$ cat config.mk
export PLATFORM = sky130hd
export DESIGN_NAME = fetch_unit
export DESIGN_NICKNAME = d
export VERILOG_FILES = /design/src/rtl/fetch_unit.sv
export SDC_FILE = /design/constraint.sdc
export NUM_CORES = 1
export LEC_CHECK = 0
export CAP_MARGIN = 40
export CORE_UTILIZATION = 40
export CTS_CLUSTER_DIAMETER = 50
export CTS_CLUSTER_SIZE = 28
export DETAILED_ROUTE_END_ITERATION = 12
export HOLD_SLACK_MARGIN = 0.08
export PLACE_DENSITY = 0.68
export REMOVE_ABC_BUFFERS = 1
export SYNTH_ARGS = -nofsm -noshare
export SYNTH_HDL_FRONTEND = slang
export SYNTH_SLANG_ARGS = --single-unit
$ cat constraint.sdc
create_clock -name iClk -period 2.1 [get_ports iClk]
set_input_delay 0.63 -clock iClk [delete_from_list [all_inputs] [get_ports iClk]]
set_output_delay 0.63 -clock iClk [all_outputs]
set_load 0.005 [all_outputs]
$ cat src/rtl/fetch_unit.sv
// fetch_unit: instruction fetch stage, producer side of the fetch/decode link.
// Keeps the PC and issues one request at a time to instruction memory over a
// req/ready handshake. Each returned word is registered together with its pc
// and pc+4 into oID = {pc[96:65], pc4[64:33], instruction[32:1], valid[0]}.
// Optional feature: define IF_MISALIGN_TRAP_EN to add oMisalign and trap on a
// misaligned redirect target. Without it the target's low two bits are cleared.
module fetch_unit #(
    parameter logic [31:0] ResetPc = 32'h0000_0000,
    parameter logic [31:0] PcStep  = 32'd4
) (
    input  logic        iClk,
    input  logic        iRst,
    input  logic        iStall,
    input  logic        iFlush,
    input  logic        iBrTrue,
    input  logic [31:0] iBrPc,
    output logic        oImemReq,
    output logic [31:0] oImemAddr,
    input  logic        iImemReady,
    input  logic        iImemRspValid,
    input  logic [31:0] iImemRspData,
`ifdef IF_MISALIGN_TRAP_EN
    output logic        oMisalign,
`endif
    output logic [96:0] oID
);

    typedef enum logic [1:0] {
        S_IDLE = 2'd0,
        S_REQ  = 2'd1,
        S_WAIT = 2'd2,
        S_HOLD = 2'd3
    } state_t;

    state_t      r_state;
    state_t      w_next;
    logic [31:0] r_pc;
    logic [31:0] r_req_pc;
    logic        r_kill;
    logic [31:0] r_hold_data;
    logic [96:0] r_id;

    logic        w_redir;
    logic        w_accept;
    logic        w_rsp;
    logic        w_deliver;
    logic [31:0] w_del_data;
    logic [31:0] w_br_pc;
    logic        w_trap;
    logic        w_trapped;

    // A redirect is only honoured when decode is not stalled
    assign w_redir  = iBrTrue & ~iStall;
    assign w_accept = (r_state == S_REQ) & iImemReady;
    assign w_rsp    = (r_state == S_WAIT) & iImemRspValid;

`ifdef IF_MISALIGN_TRAP_EN
    logic r_misalign;

    assign w_br_pc   = iBrPc;
    assign w_trap    = w_redir & (iBrPc[1:0] != 2'b00);
    assign w_trapped = r_misalign;
    assign oMisalign = r_misalign;

    // Sticky misalignment flag; a new trap takes precedence over a flush clearing it
    always_ff @(posedge iClk) begin
        if (iRst) begin
            r_misalign <= 1'b0;
        end else if (w_trap) begin
            r_misalign <= 1'b1;
        end else if (iFlush) begin
            r_misalign <= 1'b0;
        end
    end
`else
    assign w_br_pc   = iBrPc & ~32'h0000_0003;
    assign w_trap    = 1'b0;
    assign w_trapped = 1'b0;
`endif

    // A word reaches oID from a live response or from the hold buffer when decode accepts it
    assign w_deliver  = ~iFlush & ~iStall & ~w_redir &
                        ((w_rsp & ~r_kill) | (r_state == S_HOLD));
    assign w_del_data = (r_state == S_HOLD) ? r_hold_data : iImemRspData;

    // State register
    always_ff @(posedge iClk) begin
        if (iRst) begin
            r_state <= S_IDLE;
        end else begin
            r_state <= w_next;
        end
    end

    // Next-state and memory request outputs
    always_comb begin
        w_next    = r_state;
        oImemReq  = 1'b0;
        oImemAddr = '0;
        unique case (r_state)
            S_IDLE: begin
                if (!w_trapped || iFlush) w_next = S_REQ;
            end
            S_REQ: begin
                oImemReq  = 1'b1;
                oImemAddr = r_pc;
                if (w_accept) w_next = S_WAIT;
            end
            S_WAIT: begin
                if (w_rsp) begin
                    if (r_kill || w_redir || iFlush || !iStall) w_next = S_REQ;
                    else                                        w_next = S_HOLD;
                end
            end
            S_HOLD: begin
                if (w_redir || iFlush || !iStall) w_next = S_REQ;
            end
            default: w_next = S_IDLE;
        endcase
        if (w_trap) w_next = S_IDLE;
    end

    // PC, outstanding-request bookkeeping, hold buffer and the oID register
    always_ff @(posedge iClk) begin
        if (iRst) begin
            r_pc        <= ResetPc;
            r_req_pc    <= '0;
            r_kill      <= 1'b0;
            r_hold_data <= '0;
            r_id        <= '0;
        end else begin
            if (w_redir) begin
                r_pc <= w_br_pc;
            end else if (w_accept) begin
                r_pc <= r_pc + PcStep;
            end

            if (w_accept) r_req_pc <= r_pc;

            // The response of a request squashed before it returns is still consumed, then dropped
            if (w_trap) begin
                r_kill <= 1'b0;
            end else if (w_accept && (w_redir || iFlush)) begin
                r_kill <= 1'b1;
            end else if (w_rsp) begin
                r_kill <= 1'b0;
            end else if ((r_state == S_WAIT) && (w_redir || iFlush)) begin
                r_kill <= 1'b1;
            end

            if (w_rsp) r_hold_data <= iImemRspData;

            if (iFlush) begin
                r_id <= '0;
            end else if (iStall) begin
                r_id <= r_id;
            end else if (w_deliver) begin
                r_id <= {r_req_pc, r_req_pc + 32'd4, w_del_data, 1'b1};
            end else begin
                r_id[0] <= 1'b0;
            end
        end
    end

    assign oID = r_id;

endmodule

; ---- After elaboration in Yosys (flattened, before gate mapping)
; Cells that the tools add are included.
[op_classes]
add_sub_neg = 2
eq_ne = 6
n_mux = 14
bitwise_logic = 12
n_reduce_logical = 15
[op_table]
columns = op, count
row1 = 2-to-1 mux 32 bit, 4
row2 = "adder 32 x 3 -> 32 bit, second input constant", 2
row3 = 2-to-1 mux 2 bit, 4
row4 = case mux 2 bit (4 select lines), 1
row5 = AND 1 bit, 7
row6 = logical OR 1 bit, 5
row7 = 2-to-1 mux 1 bit, 5
row8 = "equality test 2 bit, second input constant", 2
row9 = "!= test 2 bit, second input constant", 2
row10 = inverter 1 bit, 4
row11 = OR reduction 2 bit, 2
row12 = AND reduction 3 bit, 1
row13 = nonzero test 3 bit, 1
row14 = "equality test 2 x 1 -> 1 bit, second input constant", 1
row15 = logical AND 1 bit, 2
row16 = zero test 2 bit, 1
row17 = "!= test 2 x 1 -> 1 bit, second input constant", 1
row18 = AND reduction 2 bit, 1
row19 = nonzero test 2 bit, 1
row20 = zero test 1 bit, 1
row21 = bitwise OR 1 bit, 1
[word_totals]
reg_bits = 196
input_bits = 71
elab_cells = 57

; ---- Depth between registers and ports, before layout
; Gate-level depths: netlist of the first run.
[logic_depth]
ltp_word = 8
depth_mapped = 10
ltp_nobuf = 7

; ---- Worst setup path after synthesis of the first run
; OpenSTA, ideal clock, no wires.
[synth_path]
kind = input port to flip-flop
startpoint = input port iImemRspValid
endpoint = register r_id[76], in the netlist oID[76]
arrival_time_ns = 1.930
required_ns = 2.030
setup_slack_ns = 0.099
stages = 8
cell_sequence = nand2_1 nor2_1 o21a_1 clkbuf_1 clkbuf_1 clkbuf_1 nand2_1 a21oi_1
[synth_between]
elab_chain_len = 5
[synth_rtl]
columns = item, line_no
row1 = start: declaration, 20  ; input logic iImemRspValid,
row2 = AND 1 bit, 55  ; assign w_rsp = (r_state == S_WAIT) & iImemRspValid;
row3 = AND 1 bit, 83  ; ((w_rsp & ~r_kill) | (r_state == S_HOLD));
row4 = bitwise OR 1 bit, 83
row5 = AND 1 bit, 82  ; assign w_deliver = ~iFlush & ~iStall & ~w_redir &
row6 = AND reduction 2 bit (no line), --
row7 = end signal: assignment, 156  ; r_id <= r_id;
row8 = end signal: assignment, 158  ; r_id <= {r_req_pc, r_req_pc + 32'd4, w_del_data, 1'b1};
row9 = end: declaration, 41  ; logic [96:0] r_id;
; Every way passes these cells.
; A chain may end at the register's enable or synchronous reset.

; ---- Worst setup path in the final report of the first run
[layout_path]
startpoint = register r_state[1]
endpoint = output port oImemAddr[2]
[layout_between]
elab_chain_len = 2
[layout_rtl]
columns = item, line_no
row1 = start: declaration, 35  ; state_t r_state;
row2 = start signal: assignment, 91  ; r_state <= w_next;
row3 = equality test 2 x 1 -> 1 bit, 100  ; unique case (r_state)
row4 = 2-to-1 mux 32 bit, 100
row5 = end: declaration, 18  ; output logic [31:0] oImemAddr,
; Every way passes these cells.

==> impl_metrics.xml, run 1 <==
<?xml version="1.0" encoding="UTF-8"?>
<metrics>
  <group name="sta">
    <metric name="finalCriticalPeriod" unit="ns">2.14</metric>
    <metric name="final-hold-violation-count" unit="">0</metric>
    <metric name="worst_clock_skew" unit="ns">0.00970</metric>
    <metric name="post_route_setup_slack" unit="ns">-0.0417</metric>
    <metric name="share_of_the_cycle_needed_by_the_critical_path_after_routing" unit="">1.02</metric>
    <metric name="setup-violations-final" unit="">21</metric>
    <metric name="total_negative_setup_slacks" unit="ns">-0.364</metric>
    <metric name="rsz0062_at_grt" unit="">true</metric>
    <metric name="achievable-frequency" unit="GHz">0.467</metric>
    <metric name="report.final.slew_viol_count" unit="">0</metric>
    <metric name="fin_worst_hold_slack" unit="ns">0.451</metric>
  </group>
  <group name="cts">
    <metric name="tritoncts.num_buffers" unit="">17</metric>
    <metric name="cts_root_cell" unit="">clkbuf_16</metric>
    <metric name="cts_hold_buf" unit="">0</metric>
    <metric name="cts.sinks" unit="">188</metric>
    <metric name="tritoncts_clock_tree" unit="">built</metric>
    <metric name="h-tree-depth" unit="">4</metric>
    <metric name="clock_insertion_delay_worst_skew" unit="ns">0.44</metric>
    <metric name="clock_path_buffers" unit="">2</metric>
    <metric name="cts.clk_slew.worst_paths" unit="ns">0.07</metric>
  </group>
  <group name="power_and_ir_drop">
    <metric name="power.ir.vdd_worst" unit="mV">0.552</metric>
    <metric name="power.share.combinational" unit="">0.109</metric>
    <metric name="share_clk_of_total_power" unit="">0.411</metric>
    <metric name="power.sequential.fraction" unit="">0.479</metric>
    <metric name="power.static_leakage" unit="uW">0.00396</metric>
    <metric name="power_density" unit="nW/um2">664</metric>
    <metric name="power_report.internal_total" unit="uW">5950</metric>
    <metric name="power_switching" unit="uW">1800</metric>
    <metric name="power_switching_share" unit="">0.232</metric>
    <metric name="total_power" unit="uW">7740</metric>
  </group>
  <group name="yosys">
    <metric name="syn_inst" unit="">1003</metric>
    <metric name="synth_flop_cell" unit="">dfxtp_1</metric>
    <metric name="edff_count_synth" unit="">0</metric>
    <metric name="synth_async_sr_flop_share" unit="">0</metric>
    <metric name="synthesis.yosys.warnings" unit="">0</metric>
    <metric name="synthesis.area" unit="um2">8220</metric>
    <metric name="postSynthAreaPerCell" unit="um2">8.19</metric>
    <metric name="synth_cell_types" unit="">43</metric>
    <metric name="share_of_synthesized_area_occupied_by_flip_flops_and_latches" unit="">0.458</metric>
    <metric name="yosys_register_bits" unit="">188</metric>
  </group>
  <group name="layout">
    <metric name="post-route-util" unit="">0.578</metric>
    <metric name="fillers" unit="">1845</metric>
    <metric name="final_layout_size_suffix_gt1_frac" unit="">0.162</metric>
    <metric name="syn_to_final_growth" unit="%">42.0</metric>
    <metric name="insertedDiodeCount" unit="">0</metric>
    <metric name="finish.net_count" unit="">1296</metric>
    <metric name="total_non_filler_cell_area_in_the_finished_layout" unit="um2">11700</metric>
  </group>
  <group name="critical_path">
    <metric name="worst-path-buf-inv" unit="">4</metric>
    <metric name="rr_startpoint" unit="">r_state[1]</metric>
    <metric name="worstSetupEndpointType" unit="">output pin</metric>
    <metric name="critical_path_class" unit="">flop to output pin</metric>
    <metric name="critical_path.startpoint" unit="">r_state[1]</metric>
    <metric name="cp.arrival" unit="ns">1.51</metric>
    <metric name="cp-start-kind" unit="">flop</metric>
    <metric name="cpMaxStageDelayCell" unit="">dfxtp_2</metric>
    <metric name="timing.critical_path.cells" unit="">inv_2 &gt; ha_4 &gt; buf_6 &gt; buf_8 &gt; and2_4 &gt; buf_6</metric>
    <metric name="crit_family" unit="">buffers and inverters</metric>
    <metric name="cpMostUsedCell" unit="">buf_6</metric>
    <metric name="critical_path.max_stage_delay" unit="ns">0.34</metric>
    <metric name="critPathMaxFanout" unit="">8</metric>
    <metric name="worst-endpoint-required" unit="ns">1.47</metric>
  </group>
  <group name="placement">
    <metric name="place.gp.congestion" unit="">0.832</metric>
    <metric name="placed_area" unit="um2">10800</metric>
    <metric name="hpwlAfterDp" unit="mm">16.2</metric>
    <metric name="number_of_i_o_port_buffers" unit="">192</metric>
  </group>
  <group name="drt">
    <metric name="drt-vias-per-instance" unit="">5.11</metric>
    <metric name="detail_route.iter0.violations" unit="">369</metric>
    <metric name="route.antenna.remaining_nets" unit="">0</metric>
    <metric name="drt-wirelength-per-cell" unit="um">15.7</metric>
    <metric name="route.vias.total" unit="">7675</metric>
    <metric name="first_pass_iters" unit="">5</metric>
    <metric name="route.final.wire_length" unit="mm">23.6</metric>
    <metric name="post-route-drc-count" unit="">0</metric>
  </group>
  <group name="min_path">
    <metric name="hp-start" unit="">oID[91]</metric>
    <metric name="timing.hold.worst.class" unit="">flop to flop</metric>
  </group>
  <group name="status">
    <metric name="run_status" unit="">finished with violations</metric>
    <metric name="failed_checks" unit="">negative setup slack</metric>
  </group>
  <group name="grt">
    <metric name="grt_overflow_total" unit="">0</metric>
    <metric name="antenna_violations_before_repair" unit="">0</metric>
    <metric name="globalRouteTotalUtil" unit="">0.222</metric>
    <metric name="wire_length_of_the_first_global_routing_pass" unit="mm">37.3</metric>
    <metric name="grt_pass1_vias" unit="">7274</metric>
    <metric name="grt_max_degree" unit="">68</metric>
  </group>
  <group name="floorplan">
    <metric name="initial_utilization" unit="">0.407</metric>
    <metric name="number_of_ports_placed_on_the_die_boundary" unit="">201</metric>
    <metric name="floorplan.core_area" unit="um2">20200</metric>
    <metric name="dieArea" unit="um2">21100</metric>
    <metric name="rows" unit="">52</metric>
    <metric name="die_height" unit="um">145</metric>
    <metric name="die_width" unit="um">145</metric>
  </group>
  <group name="job">
    <metric name="max_cap_violations" unit="">0</metric>
  </group>
</metrics>
[layout make-up]
type / instances / area (um2) / share of cell area
clock buffer: 24 / 492 / 0.0421
clock inverter: 6 / 86.3 / 0.00740
inverter: 7 / 33.8 / 0.00290
multi-input combinational: 732 / 4230 / 0.362
sequential: 188 / 3770 / 0.323
tap: 270 / 338 / 0.0290
timing repair buffer: 274 / 2720 / 0.233
[flip-flops by register name (all words and copies together), names as in the netlist]
| signal | cells |
|---|---|
| r_pc | 30 |
| r_kill | 1 |
| r_hold_data | 32 |
| r_req_pc | 30 |
| oID | 93 |
| r_state | 2 |
[synthesized netlist by cell type, drive strengths merged (2+ instances only)]
master	number	share of area
or2	3	0.0023
ha	5	0.0076
clkbuf	71	0.040
nor4	12	0.011
nand2	209	0.095
nand3b	2	0.0018
nand3	26	0.016
nor2	83	0.038
a311oi	6	0.0064
and3	4	0.0030
dfxtp	188	0.46
or4	3	0.0037
xnor2	31	0.033
mux2i	34	0.041
inv	7	0.0032
a21oi	119	0.072
o21ai	28	0.017
and4	8	0.0088
buf	10	0.0081
and2	30	0.023
xor2	21	0.022
a211oi	61	0.056
or3	5	0.0038
nor3	12	0.0073
nand4	15	0.012
nor2b	3	0.0023
[logic make-up (layout without fill, tap and decap cells)]
logic type | count (synthesis) | in the layout | synth area share
simple gates | 416 | 416 | 0.229
compound gates | 219 | 219 | 0.157
xor+xnor | 52 | 52 | 0.0554
fa+ha+maj | 5 | 5 | 0.00761
buf+inv | 88 | 311 | 0.0510
flops | 188 | 188 | 0.458
other cells | 1 | 6 | 0.000456
mux | 34 | 34 | 0.0414
[through the flow]
stage	std cells	setup slack, ns
4_1_cts	1502	-0.159
3_5_place_dp	1461	-0.417
3_3_place_gp	1461	-0.307
6_report	1501	-0.0417
5_1_grt	1501	-0.0921
2_1_floorplan	927	-2.52
[repair_timing]
item / in CTS / in global routing
gates resized for setup: 179 / 31
pin swaps: 11 / 12
hold endpoints to repair: 0 / 0
endpoints found under the setup margin: 32 / 39
buffers inserted: 9 / 1
gates cloned: 2 / 0
[power groups by stage]
| stage | combinational [uW] | sequential, uW | clock (uW) |
|---|---|---|---|
| after floorplan | 272 | 3780 | 0 |
| after global placement | 730 | 3780 | 0 |
| after detailed placement | 735 | 3780 | 0 |
| after CTS | 852 | 3710 | 3250 |
| after global routing | 909 | 3720 | 3400 |
| final | 847 | 3710 | 3190 |
[path summary, 6_finish.rpt]
path,end,slack [ns],cells past startpoint
setup / recovery,oImemAddr[2],-0.04,6
hold / removal,oID[91],0.45,2
setup reg to reg,r_pc[28],0.07,10
hold reg to reg,oID[91],0.45,2
[worst register-to-register path, delay by kind of cell (launching register included)]
kind / cells / cell delay (ns)
buffers and inverters: 4 / 0.39
xor gates and xnor gates: 1 / 0.08
AOI/OAI and AO/OA: 1 / 0.20
and+or+nand+nor: 3 / 0.82
DFF: 1 / 0.33
adders and majority gates: 1 / 0.14
[metal layers]
metal | track usage | vias up | part of all wire
met1 | 0.287 | 3553 | 0.46
met2 | 0.363 | 226 | 0.47
met3 | 0.0409 | 37 | 0.040
met4 | 0.0947 | 0 | 0.028
met5 | 0 | - | 0
li1 | - | 3859 | -
[layout by cell type (no fill, tap or decap), types with 27 or more instances in the layout]
master	instances
buf_6	27
xnor2_1	31
a21oi_1	119
a211oi_1	60
nor2_1	79
nand2_1	209
dfxtp_1	186
clkdlybuf4s50_1	160
buf_4	61
o21ai_0	27
mux2i_1	34
No activity file was read; power rests on OpenSTA's default activity.
==> run 2: changes to the inputs <==
==> constraint.sdc (replaced) <==
create_clock -name iClk -period 2.5 [get_ports iClk]
set_input_delay 0.75 -clock iClk [delete_from_list [all_inputs] [get_ports iClk]]
set_output_delay 0.75 -clock iClk [all_outputs]
set_load 0.005 [all_outputs]
==> run 2 against run 1 <==
  * The flow still finishes with violations (negative setup slack)
  * Clock skew decreased by 0.0019 ns
  * Largest cell class unchanged
  * Core utilization shrank 2.7 points
  * Sequential power shrank 15%
  * Cell count is 2.5% lower
  * Register-to-register slack improved by 0.24 ns
  * Sequential cell count unchanged
==> impl_metrics.xml, run 2 (synthesized netlist as in run 1, its figures left out) <==
<?xml version="1.0" encoding="UTF-8"?>
<metrics>
  <group name="power_and_ir_drop">
    <metric name="power_switching" unit="uW">1510</metric>
    <metric name="power_density" unit="nW/um2">562</metric>
    <metric name="power_switching_share" unit="">0.242</metric>
    <metric name="power.ir.vdd_worst" unit="mV">0.421</metric>
    <metric name="power_report.internal_total" unit="uW">4740</metric>
    <metric name="power.share.combinational" unit="">0.088</metric>
    <metric name="power.sequential.fraction" unit="">0.503</metric>
    <metric name="power.static_leakage" unit="uW">0.00373</metric>
    <metric name="share_clk_of_total_power" unit="">0.409</metric>
    <metric name="total_power" unit="uW">6250</metric>
  </group>
  <group name="min_path">
    <metric name="timing.hold.worst.class" unit="">flop to flop</metric>
  </group>
  <group name="layout">
    <metric name="total_non_filler_cell_area_in_the_finished_layout" unit="um2">11100</metric>
    <metric name="final_layout_size_suffix_gt1_frac" unit="">0.0796</metric>
    <metric name="largest_register_ffs" unit="">93</metric>
    <metric name="insertedDiodeCount" unit="">0</metric>
    <metric name="fillers" unit="">1923</metric>
    <metric name="most-common-layout-cells" unit="">nand2_1, dfxtp_1, clkdlybuf4s50_1</metric>
    <metric name="finish.net_count" unit="">1256</metric>
    <metric name="syn_to_final_growth" unit="%">35.3</metric>
    <metric name="layout_commonest_cell" unit="">nand2_1</metric>
    <metric name="stdcell_count" unit="">1463</metric>
  </group>
  <group name="floorplan">
    <metric name="floorplan.core_area" unit="um2">20200</metric>
    <metric name="initial_utilization" unit="">0.407</metric>
    <metric name="die_width" unit="um">145</metric>
    <metric name="number_of_ports_placed_on_the_die_boundary" unit="">201</metric>
    <metric name="dieArea" unit="um2">21100</metric>
    <metric name="rows" unit="">52</metric>
    <metric name="die_height" unit="um">145</metric>
  </group>
  <group name="sta">
    <metric name="rsz0062_at_grt" unit="">true</metric>
    <metric name="setup-violations-final" unit="">4</metric>
    <metric name="final-hold-violation-count" unit="">0</metric>
    <metric name="finalCriticalPeriod" unit="ns">2.57</metric>
    <metric name="share_of_the_cycle_needed_by_the_critical_path_after_routing" unit="">1.03</metric>
    <metric name="report.final.slew_viol_count" unit="">0</metric>
    <metric name="post_route_setup_slack" unit="ns">-0.0712</metric>
    <metric name="worst_clock_skew" unit="ns">0.00782</metric>
    <metric name="slew_headroom" unit="">0.649</metric>
    <metric name="achievable-frequency" unit="GHz">0.389</metric>
    <metric name="slew_of_the_pin_with_the_lowest_slew_margin" unit="ns">0.526</metric>
  </group>
  <group name="drt">
    <metric name="drt-wirelength-per-cell" unit="um">15.4</metric>
    <metric name="route.vias.total" unit="">7433</metric>
    <metric name="route.antenna.remaining_nets" unit="">0</metric>
    <metric name="first_pass_iters" unit="">5</metric>
    <metric name="route.final.wire_length" unit="mm">22.6</metric>
    <metric name="drt-vias-per-instance" unit="">5.08</metric>
    <metric name="detail_route.iter0.violations" unit="">364</metric>
    <metric name="post-route-drc-count" unit="">0</metric>
  </group>
  <group name="grt">
    <metric name="grt_pass1_vias" unit="">6771</metric>
    <metric name="grt_max_degree" unit="">50</metric>
    <metric name="globalRouteTotalUtil" unit="">0.216</metric>
    <metric name="grt_overflow_total" unit="">0</metric>
    <metric name="wire_length_of_the_first_global_routing_pass" unit="mm">36.6</metric>
    <metric name="antenna_violations_before_repair" unit="">0</metric>
  </group>
  <group name="cts">
    <metric name="h-tree-depth" unit="">4</metric>
    <metric name="cts_root_cell" unit="">clkbuf_16</metric>
    <metric name="cts.clk_slew.worst_paths" unit="ns">0.07</metric>
    <metric name="tritoncts.num_buffers" unit="">17</metric>
    <metric name="clock_insertion_delay_worst_skew" unit="ns">0.43</metric>
    <metric name="cts.sinks" unit="">188</metric>
    <metric name="tritoncts_clock_tree" unit="">built</metric>
    <metric name="cts_hold_buf" unit="">0</metric>
    <metric name="clock_path_buffers" unit="">2</metric>
  </group>
  <group name="critical_path">
    <metric name="timing.critical_path.cells" unit="">inv_2 &gt; ha_4 &gt; inv_1 &gt; nor2_1 &gt; clkdlybuf4s50_1</metric>
    <metric name="cp-start-kind" unit="">flop</metric>
    <metric name="critPathMaxFanout" unit="">7</metric>
    <metric name="worstSetupEndpointType" unit="">output pin</metric>
    <metric name="worst-endpoint-required" unit="ns">1.75</metric>
    <metric name="critical_path.max_stage_delay" unit="ns">0.52</metric>
    <metric name="critical_path_class" unit="">flop to output pin</metric>
    <metric name="cpMaxStageDelayCell" unit="">clkdlybuf4s50_1</metric>
    <metric name="cp.arrival" unit="ns">1.82</metric>
  </group>
  <group name="placement">
    <metric name="hpwlAfterDp" unit="mm">15.8</metric>
    <metric name="place.gp.congestion" unit="">0.819</metric>
    <metric name="placed_area" unit="um2">10500</metric>
    <metric name="detailedPlace.worstSlack" unit="ns">-0.0770</metric>
    <metric name="dp_cells" unit="">1428</metric>
    <metric name="number_of_i_o_port_buffers" unit="">192</metric>
  </group>
  <group name="job">
    <metric name="max_cap_violations" unit="">0</metric>
  </group>
  <group name="status">
    <metric name="run_status" unit="">finished with violations</metric>
    <metric name="failed_checks" unit="">negative setup slack</metric>
  </group>
</metrics>
[run 2: cell types whose count changed in the layout (fill, tap and decap cells not counted), moves of 3 or more]
cell / delta
buf_2: -5
and2_4: -24
buf_12: -4
clkbuf_8: -3
buf_4: -32
buf_6: -25
nor4_1: +3
and2_1: +23
clkbuf_2: -4
dlygate4sd2_1: +24
clkdlybuf4s50_1: +4
dlymetal6s2s_1: +3
[run 2: power groups by stage]
stage / clock (uW) / sequential, uW / combinational [uW]
6_report: 2550 / 3140 / 552
5_1_grt: 2730 / 3150 / 604
4_1_cts: 2600 / 3140 / 550
3_5_place_dp: 0 / 3200 / 542
3_3_place_gp: 0 / 3200 / 536
2_1_floorplan: 0 / 3180 / 229
[run 2: final cells by class]
type / count / area (um2) / area share
Timing Repair Buffer: 234 / 2350 / 0.211
Multi-Input combinational cell: 732 / 4090 / 0.368
Clock buffer: 22 / 454 / 0.0409
Clock inverter: 10 / 92.6 / 0.00833
Tap cell: 270 / 338 / 0.0304
Inverter: 7 / 26.3 / 0.00236
Sequential cell: 188 / 3770 / 0.339
[run 2: path summary, 6_finish.rpt]
check	start	to	slack (ns)	cells past startpoint
setup / recovery	r_state[1]	oImemAddr[21]	-0.07	5
hold / removal	r_hold_data[20]	r_hold_data[20]	0.45	2
hold reg to reg	r_hold_data[20]	r_hold_data[20]	0.45	2
setup reg to reg	r_pc[2]	r_pc[22]	0.31	6
[run 2: worst max-delay path: cells and delay by family (launching register included)]
kind | cells | cell delay, ns
simple gates | 1 | 0.16
flops | 1 | 0.34
fa+ha+maj | 1 | 0.16
buf+inv | 3 | 0.74
[run 2: timing repair]
| item | in CTS | in global routing |
|---|---|---|
| gates resized for setup | 34 | 8 |
| setup buffers | 1 | 1 |
| endpoints found under the setup margin | 31 | 7 |
| pin swaps | 0 | 1 |
| cloned | 1 | 0 |
[run 2: per-stage QoR]
stage          hold WS, ns   util  TNS [ns]
2_1_floorplan        0.430      -   -189.25
3_3_place_gp         0.441  0.522   -0.0544
3_5_place_dp         0.447  0.522    -0.213
4_1_cts              0.456  0.550    -0.406
5_1_grt              0.472  0.551    -0.796
6_report             0.454  0.551    -0.201
[run 2: metal layers]
| layer | up-vias | GRT usage | routed length [um] |
|---|---|---|---|
| met5 | - | 0 | 0 |
| met4 | 0 | 0.0805 | 520 |
| met3 | 33 | 0.0299 | 814 |
| met2 | 174 | 0.336 | 10600 |
| met1 | 3440 | 0.303 | 10700 |
| li1 | 3786 | - | - |
